File: config.mk
export PLATFORM = sky130hd
export DESIGN_NAME = uart_tx
export DESIGN_NICKNAME = d
export VERILOG_FILES = /design/src/rtl/uart_pkg.sv /design/src/rtl/uart_baud_gen.sv /design/src/rtl/uart_tx.sv
export SDC_FILE = /design/constraint.sdc
export NUM_CORES = 1
export LEC_CHECK = 0
export ABC_AREA = 0
export BUFFER_PORTS_ARGS = -buffer_cell sky130_fd_sc_hd__buf_2
export CAP_MARGIN = 20
export CORE_MARGIN = 2
export CORE_UTILIZATION = 35
export CTS_CLUSTER_SIZE = 30
export DETAILED_ROUTE_END_ITERATION = 12
export MAX_ROUTING_LAYER = met4
export PLACE_DENSITY = 0.63
export SETUP_SLACK_MARGIN = 0.5
export SLEW_MARGIN = 20
export SYNTH_ARGS = -nofsm -noshare
export SYNTH_HDL_FRONTEND = slang
export SYNTH_HIERARCHICAL = 1
export SYNTH_SLANG_ARGS = --single-unit
File: constraint.sdc
create_clock -name clk_fpga -period 2.9 [get_ports clk_fpga]
set_clock_uncertainty 0.05 [all_clocks]
set_input_delay 0 -clock clk_fpga [delete_from_list [all_inputs] [get_ports clk_fpga]]
set_output_delay 0 -clock clk_fpga [all_outputs]
set_load 0.02 [all_outputs]
File: src/rtl/uart_pkg.sv
// Shared UART definitions: FSM state encoding, parity modes and
// baud divider helpers used by both the transmitter and receiver.
package uart_pkg;

    typedef enum logic [2:0] {
        S_IDLE,
        S_START,
        S_DATA,
        S_PARITY,
        S_STOP
    } state_t;

    localparam int PAR_NONE = 0;
    localparam int PAR_EVEN = 1;
    localparam int PAR_ODD  = 2;

    function automatic int calc_div(input int clk_freq, input int baud);
        return clk_freq / baud;
    endfunction

    function automatic int cnt_width(input int div);
        return (div > 1) ? $clog2(div) : 1;
    endfunction

endpackage

File: src/rtl/uart_baud_gen.sv
// Restartable divide-by-DIV counter; bit_tick marks the last cycle of a
// bit period, pre_tick the cycle before it.
module uart_baud_gen
    import uart_pkg::*;
#(
    parameter int DIV = 10
) (
    input  logic clk,
    input  logic rst_n,
    input  logic restart,
    output logic bit_tick,
    output logic pre_tick
);

    localparam int CW = cnt_width(DIV);
    localparam logic [CW-1:0] LAST = CW'(DIV - 1);
    localparam logic [CW-1:0] PRE  = CW'(DIV - 2);

    logic [CW-1:0] cnt;

    always_ff @(posedge clk or negedge rst_n) begin
        if (!rst_n) begin
            cnt <= '0;
        end else if (restart || cnt == LAST) begin
            cnt <= '0;
        end else begin
            cnt <= cnt + 1'b1;
        end
    end

    assign bit_tick = (cnt == LAST);
    assign pre_tick = (cnt == PRE);

endmodule

File: src/rtl/uart_tx.sv
// UART transmitter: start bit, LSB-first data, optional parity, stop bits.
// All outputs are registered from the next-state values.
module uart_tx
    import uart_pkg::*;
#(
    parameter int CLK_FREQ  = 100_000_000,
    parameter int BAUD_RATE = 9_600,
    parameter int PARITY    = 0,
    parameter int STOP_BITS = 1
) (
    input  logic       clk_fpga,
    input  logic       reset_n,
    input  logic [7:0] tx_data,
    input  logic       tx_valid,
    output logic       tx_ready,
    output logic       TxD,
    output logic       tx_busy,
    output logic       tx_done
);

    localparam int DIV = calc_div(CLK_FREQ, BAUD_RATE);
    localparam logic [2:0] LAST_STOP = 3'(STOP_BITS - 1);

    if (PARITY < PAR_NONE || PARITY > PAR_ODD) begin : g_bad_parity
        $error("uart_tx: PARITY must be 0, 1 or 2");
    end
    if (STOP_BITS < 1 || STOP_BITS > 2) begin : g_bad_stop
        $error("uart_tx: STOP_BITS must be 1 or 2");
    end
    if (DIV < 2) begin : g_bad_div
        $error("uart_tx: CLK_FREQ/BAUD_RATE must be at least 2");
    end

    state_t     state, state_n;
    logic [7:0] shift, shift_n;
    logic [2:0] bit_cnt, bit_cnt_n;
    logic       par, par_n;
    logic       txd_n, done_n;
    logic       hs, tick, pre_tick;

    assign hs = tx_valid && (state == S_IDLE);

    uart_baud_gen #(.DIV(DIV)) u_baud (
        .clk      (clk_fpga),
        .rst_n    (reset_n),
        .restart  (hs),
        .bit_tick (tick),
        .pre_tick (pre_tick)
    );

    always_comb begin
        state_n   = state;
        shift_n   = shift;
        bit_cnt_n = bit_cnt;
        par_n     = par;
        unique case (state)
            S_IDLE: begin
                if (hs) begin
                    state_n   = S_START;
                    shift_n   = tx_data;
                    bit_cnt_n = '0;
                    par_n     = (PARITY == PAR_ODD) ? ~^tx_data : ^tx_data;
                end
            end
            S_START: begin
                if (tick) state_n = S_DATA;
            end
            S_DATA: begin
                if (tick) begin
                    shift_n   = shift >> 1;
                    bit_cnt_n = bit_cnt + 3'd1;
                    if (bit_cnt == 3'd7) begin
                        bit_cnt_n = '0;
                        state_n   = (PARITY != PAR_NONE) ? S_PARITY : S_STOP;
                    end
                end
            end
            S_PARITY: begin
                if (tick) state_n = S_STOP;
            end
            S_STOP: begin
                if (tick) begin
                    if (bit_cnt == LAST_STOP) begin
                        state_n   = S_IDLE;
                        bit_cnt_n = '0;
                    end else begin
                        bit_cnt_n = bit_cnt + 3'd1;
                    end
                end
            end
            default: state_n = S_IDLE;
        endcase
    end

    // Line level follows the state being entered so TxD is registered.
    always_comb begin
        txd_n = 1'b1;
        unique case (state_n)
            S_START:  txd_n = 1'b0;
            S_DATA:   txd_n = shift_n[0];
            S_PARITY: txd_n = par_n;
            default:  txd_n = 1'b1;
        endcase
        done_n = (state == S_STOP) && (bit_cnt == LAST_STOP) && pre_tick;
    end

    always_ff @(posedge clk_fpga or negedge reset_n) begin
        if (!reset_n) begin
            state    <= S_IDLE;
            shift    <= '0;
            bit_cnt  <= '0;
            par      <= 1'b0;
            TxD      <= 1'b1;
            tx_ready <= 1'b1;
            tx_busy  <= 1'b0;
            tx_done  <= 1'b0;
        end else begin
            state    <= state_n;
            shift    <= shift_n;
            bit_cnt  <= bit_cnt_n;
            par      <= par_n;
            TxD      <= txd_n;
            tx_ready <= (state_n == S_IDLE);
            tx_busy  <= (state_n != S_IDLE);
            tx_done  <= done_n;
        end
    end

endmodule

==> results.md, run 1 <==
* Outcome: completed
* Critical Path AT at ~2400 ps
* Antenna Cells at 0
* Largest family of logic cells by synthesized area: simple AND/OR/NAND/NOR gates
* Hold WS at between 90 and 100 ps
* Async S/R FF share, synth at 100%
* Slew @ Worst Pin at 721 ps
* Sw frac at about a quarter
* Synth Area in Simple Gates at between 20% and 30%
* TNS Setup at 0 ps
* Root Buffer: clkbuf_8
* Synthesized instance count at between 150 and 200
* HP Class: in2reg
* Sequence of cells on the critical path: nor4b_2, nand3b_2, nor3_4, o21ai_0, a2bb2oi_1, nor2_1, or3_1
* Std cell rows at 26
* Pin count of the biggest net entering global routing at 34
* Clock buffer count from CTS at 5
* Final hold vios at 0
* Nets at 217
* Register area share after synthesis at between 40% and 50%
* CTS sink count at 33
* Starting Density at 35.7%
* CP max FO at 6
* Tcrit/Tclk final at approximately 78%
* Critical path capture point type: register
* Die area at approximately 5700 sq um
* GRT Resource Usage Total at between 10% and 20%
* Seq pwr share at 56.7%
* Power share of the clock group at around a third
* Internal at approximately 720 uW
* First-pass DRT Iterations at 4
* Synth Cell Area at about 1800 sq um
* Post-DP HPWL at between 2 and 2.5 mm
* Clock slew at reported path FFs at ~70 ps
* Number of antenna violations at the first check in global routing at 0
* Leak pwr at roughly 0.00093 uW
* RSZ-0062 raised after global routing: false
* Worst skew pair latency at approximately 280 ps
* Achievable Freq at between 0.4 and 0.5 GHz
* Maximum VDD drop at around 260 uV
* Vias at approximately 1300
* CTS tree: built
* Final Non-Filler Cells at between 200 and 300
* Routed wire per std cell at about 12 um
* PwrDens at approximately 460 nW/um^2
* Vias in the first global route at 1249
* DRT iter0 DRCs at 100
* CP max stage cell: dfrtp_1
* Avg Inst Size Synth at just over 10 sq um
* Total core area at between 5000 and 6000 sq um
* Die span in y at 75.5 um
* Final setup vio count at 0
* Port Buf Inserts at 14
* Post-Synth Adder-Cell Area at between 4 and 5%
* Final ANT Viol Nets at 0
* Post-synthesis compound-gate area fraction at roughly a tenth
* Net switching power figure at around 260 uW
* Max incr delay on CP at between 400 and 500 ps
* YS warnings at 6
* Num ports at 15
* Share of cells above drive strength 1 at around 20%
* Fin. max-slew vios at 0
* DRC Markers at 0
* Post-synth top flop: dfrtp_1
* Via/cell ratio at 4.66
* Max-cap viol count at 0
* Worst path required time at between 3000 and 4000 ps
* Area grow syn2layout at 18.3%
* Fillers at slightly above 500
* Clock buffer depth at 2
* Count of cell types in the netlist at 42
* EDFF count, synth at 0
* RD Place Congestion at roughly 0.79
* Startpoint types: register
* Mapped Nets at 191
* Yosys reg bits at 33
* Max_slew headroom at between 50% and 60%
* First-pass GRT wire length at roughly 5.7 mm
* Grt ovf at 0
* Chip width at 75.5 um
* Setup Fix Bufs, Post-CTS at 0
* CP Class: reg2reg
* Mux contribution to synthesized area at 1.40%
* Final Critical Period at between 2000 and 2500 ps
* Logic pwr share at 9.5%
* H-tree levels at 2
* Routed WL at roughly 3.3 mm
* DP Cell Count at ~250
* Xor/xnor share of the synthesized area at about a tenth
critical path, delay by kind of cell (launching register included):
family	cells	cell delay, ps
simple gates	5	1290
flops	1	440
compound gates	2	350
layout make-up:
cell class                      count  area [sq um]  share of cell area [%]
Tap cell                           70          87.6                    4.14
Multi-Input combinational cell    125           906                    42.8
Inverter                           10          37.5                    1.77
Sequential cell                    33           828                    39.1
Timing Repair Buffer               25           175                    8.27
Clock buffer                        6          72.6                    3.43
Clock inverter                      2          10.0                   0.473
metrics by stage:
step                util, %  power, uW  cell area, sq um  setup slack (ps)
floorplan                 -        603              1790               719
global placement       38.2        644              1910               460
detailed placement     38.2        645              1910               390
CTS                    41.9        987              2100               602
global route           42.3       1030              2120               511
finish                 42.3        974              2120               651
cell usage in the layout (no fill, tap or decap), types with 2 or more instances in the layout:
| cell | n |
|---|---|
| buf_4 | 2 |
| nor4b_2 | 2 |
| a31oi_1 | 3 |
| inv_1 | 9 |
| or3b_1 | 2 |
| nand2b_1 | 3 |
| clkbuf_8 | 5 |
| dlygate4sd3_1 | 9 |
| ha_1 | 6 |
| nor3_1 | 4 |
| nor2_1 | 20 |
| a21oi_1 | 3 |
| dfrtp_1 | 31 |
| nand3_1 | 5 |
| o21ai_0 | 3 |
| and4_1 | 2 |
| nand4_1 | 3 |
| xor2_1 | 6 |
| xnor2_1 | 14 |
| dfstp_2 | 2 |
| buf_2 | 14 |
| nor3b_1 | 2 |
| nand2_1 | 18 |
| and2_4 | 2 |
| clkinv_2 | 2 |
| a22oi_1 | 7 |
cells in the mapped netlist (2+ instances only):
cell	count	area [sq um]
nor3b_1	2	15.0
ha_1	6	75.1
a21oi_1	3	15.0
a22oi_1	7	52.6
xor2_1	6	52.6
nor2_1	20	75.1
nor4b_2	2	30.0
buf_6	3	33.8
nand2b_1	3	18.8
and2_4	2	17.5
xnor2_1	14	123
nor3_1	5	25.0
inv_1	9	33.8
dfstp_2	2	52.6
nand3_1	6	30.0
nand4_1	3	18.8
buf_2	3	15.0
or3b_1	2	17.5
o21ai_0	3	15.0
nand2_1	18	67.6
dfrtp_1	31	776
and4_1	2	17.5
a31oi_1	3	18.8
worst paths after layout:
path / startpoint / endpoint / slack, ps / cells after the start
worst max-delay path: u_baud/cnt[8] / tx_busy / 650 / 7
max in group asynchronous: reset_n / shift[2] / 2080 / 2
min in group asynchronous: reset_n / u_baud/cnt[6] / 260 / 2
worst min-delay path: tx_valid / u_baud/cnt[2] / 90 / 3
worst max register to register: u_baud/cnt[8] / tx_busy / 650 / 7
worst min register to register: shift[4] / shift[4] / 420 / 2
metal layers:
layer	wire (um)	up-vias	global-route usage, %
li1	-	650	-
met1	1620	584	18.1
met2	1460	24	19.8
met3	127	4	4.50
met4	50	0	6.82
met5	0	-	-
power groups by stage:
stage                     clock network, uW  logic (uW)  registers [uW]
after global routing                    360         109             559
final                                   329        92.8             552
after CTS                               341        94.6             551
after floorplan                           0        58.7             545
after detailed placement                  0        84.8             560
after global placement                    0        84.2             560
sequential cells by signal, indices dropped and copies added, names as in the netlist:
signal,flops
u_baud/cnt,14
shift,8
bit_cnt,3
state,3
TxD,1
par,1
tx_busy,1
tx_done,1
tx_ready,1
kinds of logic after synthesis:
group	Yosys count
flops	33
compound gates	24
mux	2
fa+ha+maj	6
buf+inv	16
simple gates	73
xor+xnor	20
timing repair:
| item | in CTS | in global routing |
|---|---|---|
| endpoints found under the hold margin | 39 | 0 |
| hold buffers | 9 | 0 |
| endpoints found under the setup margin | 8 | 4 |
| gates resized for setup | 2 | 3 |
Power figures use the tool's default switching activity.
==> run 2: changes to the inputs <==
==> constraint.sdc (replaced) <==
create_clock -name clk_fpga -period 2.3 [get_ports clk_fpga]
set_clock_uncertainty 0.05 [all_clocks]
set_input_delay 0 -clock clk_fpga [delete_from_list [all_inputs] [get_ports clk_fpga]]
set_output_delay 0 -clock clk_fpga [all_outputs]
set_load 0.02 [all_outputs]
==> run 2 against run 1 <==
Net effect: hold slack lost 16 ps; count of clock-buffer cells in the layout grew 1; global-route usage hardly changed; die area stayed put; via count increased by 6.9%; non-clock buffer count increased by 15; register-to-register slack worse by 400 ps; total power up 42%; largest cell class unchanged; clock power is 69% higher; largest power group unchanged.
==> results.md, run 2 (synthesis gave the netlist of run 1 again) <==
* Outcome: completed
* Max reg flops at 14
* Tcrit/Tclk final at 89.0%
* H-tree levels at 2
* Die span in y at 75.5 um
* Chip width at 75.5 um
* Std cell rows at 26
* RSZ-0062 raised after global routing: true
* Clock slew at reported path FFs at 70 ps
* CP max FO at 6
* Most frequent cells in the layout: 29 x dfrtp_1, 19 x nor2_1, 18 x nand2_1
* CP Class: reg2reg
* Post-DP HPWL at approximately 2.2 mm
* Number of antenna violations at the first check in global routing at 0
* Max_slew headroom at ~52%
* Share of cells above drive strength 1 at a little under a third
* CTS sink count at 33
* Routed WL at between 3 and 4 mm
* Grt ovf at 0
* Hold Path Origin: tx_valid
* First-pass DRT Iterations at 4
* Fillers at slightly below 500
* DRT iter0 DRCs at between 70 and 80
* Worst skew pair latency at 280 ps
* Reg with most FFs: u_baud/cnt
* Routed wire per std cell at around 12 um
* Total core area at ~5000 sq um
* Antenna Cells at 0
* Die area at 5700 sq um
* Final Critical Period at just over 2000 ps
* Hold WS at between 70 and 80 ps
* Num ports at 15
* Port Buf Inserts at 14
* Post-route setup slack at around 250 ps
* Reg area at about 830 sq um
* CTS tree: built
* Final core utilization at 47.0%
* Startpoint types: register
* Vias at around 1300
* Clock buffer depth at 2
* Via/cell ratio at between 4 and 5
* Leak pwr at between 0.001 and 0.0015 uW
* Setup WS pre-CTS at approximately 160 ps
* Achievable Freq at 0.489 GHz
* Placed cell areas at roughly 2000 sq um
* Multi-input gate area at 975 sq um
* Critical path capture point type: register
* PwrDens at around 590 nW/um^2
* Reg2Reg Launch Point: u_baud/cnt[8]
* Area grow syn2layout at 31.5%
* Pin count of the biggest net entering global routing at 34
* Slew @ Worst Pin at 719 ps
* Critical Path AT at between 2000 and 2500 ps
* Final setup vio count at 0
* Clock buffer count from CTS at 5
* Final Instance Area at approximately 2400 sq um
* Nets at 232
* Fin. max-slew vios at 0
* First-pass GRT wire length at around 5.7 mm
* Vias in the first global route at 1286
* RD Place Congestion at 0.769
* Max-cap viol count at 0
* CP Launch Point: u_baud/cnt[8]
* TNS Setup at 0 ps
* Commonest non-fill, non-tap cell in the layout: dfrtp_1
* Final hold vios at 0
* DRC Markers at 0
* Top Registers: u_baud/cnt x14, shift x8
* Starting Density at a little over a third
* GRT Resource Usage Total at 14.0%
* Root Buffer: clkbuf_8
* Worst path required time at 2420 ps
* Final ANT Viol Nets at 0
* Maximum VDD drop at around 320 uV
* HP Class: in2reg
-- run 2: final timing paths --
check	end	slack [ps]	cells after the start
max	bit_cnt[0]	250	7
min	u_baud/cnt[2]	80	3
max reg2reg	bit_cnt[0]	250	7
min reg2reg	shift[4]	420	2
max in group asynchronous	u_baud/cnt[12]	1440	2
min in group asynchronous	u_baud/cnt[5]	260	2
-- run 2: power by group --
part / switching [uW] / leakage, uW / internal, uW
combinational: 52.7 / 0.000577 / 72.7
sequential: 72.6 / 0.000410 / 629
clock: 204 / 0.0000585 / 353
total: 329 / 0.00105 / 1050
-- run 2: repair_timing --
| item | 4_1_cts | 5_1_grt |
|---|---|---|
| pin swaps | 11 | 7 |
| hold buffers | 9 | 0 |
| buffers inserted | 8 | 3 |
| setup endpoints to repair | 16 | 29 |
| gates cloned | 0 | 1 |
| gates resized for setup | 8 | 13 |
| endpoints found under the hold margin | 39 | 0 |
-- run 2: final cells by class --
class	instances	share of cell area (%)
Inverter	10	1.59
Clock buffer	7	3.67
Sequential cell	33	35.3
Timing Repair Buffer	40	13.0
Tap cell	70	3.72
Multi-Input combinational cell	125	41.4
Clock inverter	1	1.28
-- run 2: metal layers --
metal  up-vias  track usage (%)  wire length, um
li1        682                -                -
met1       639             17.3             1720
met2        19             20.8             1670
met3         9             4.37               89
met4         0             7.02               92
met5         -                -                0
-- run 2: metrics by stage --
step	instances	power, uW
floorplan	174	763
global placement	257	812
detailed placement	257	813
CTS	282	1390
global route	286	1450
finish	286	1380
-- run 2: worst max-delay path: stages, from the launching register on --
cell      delay [ps]
dfrtp_2          440
nor4b_4          350
nand3b_4         120
nor3_4           210
and2_4           190
a211o_1          130
and2_4           160
mux2_4           280
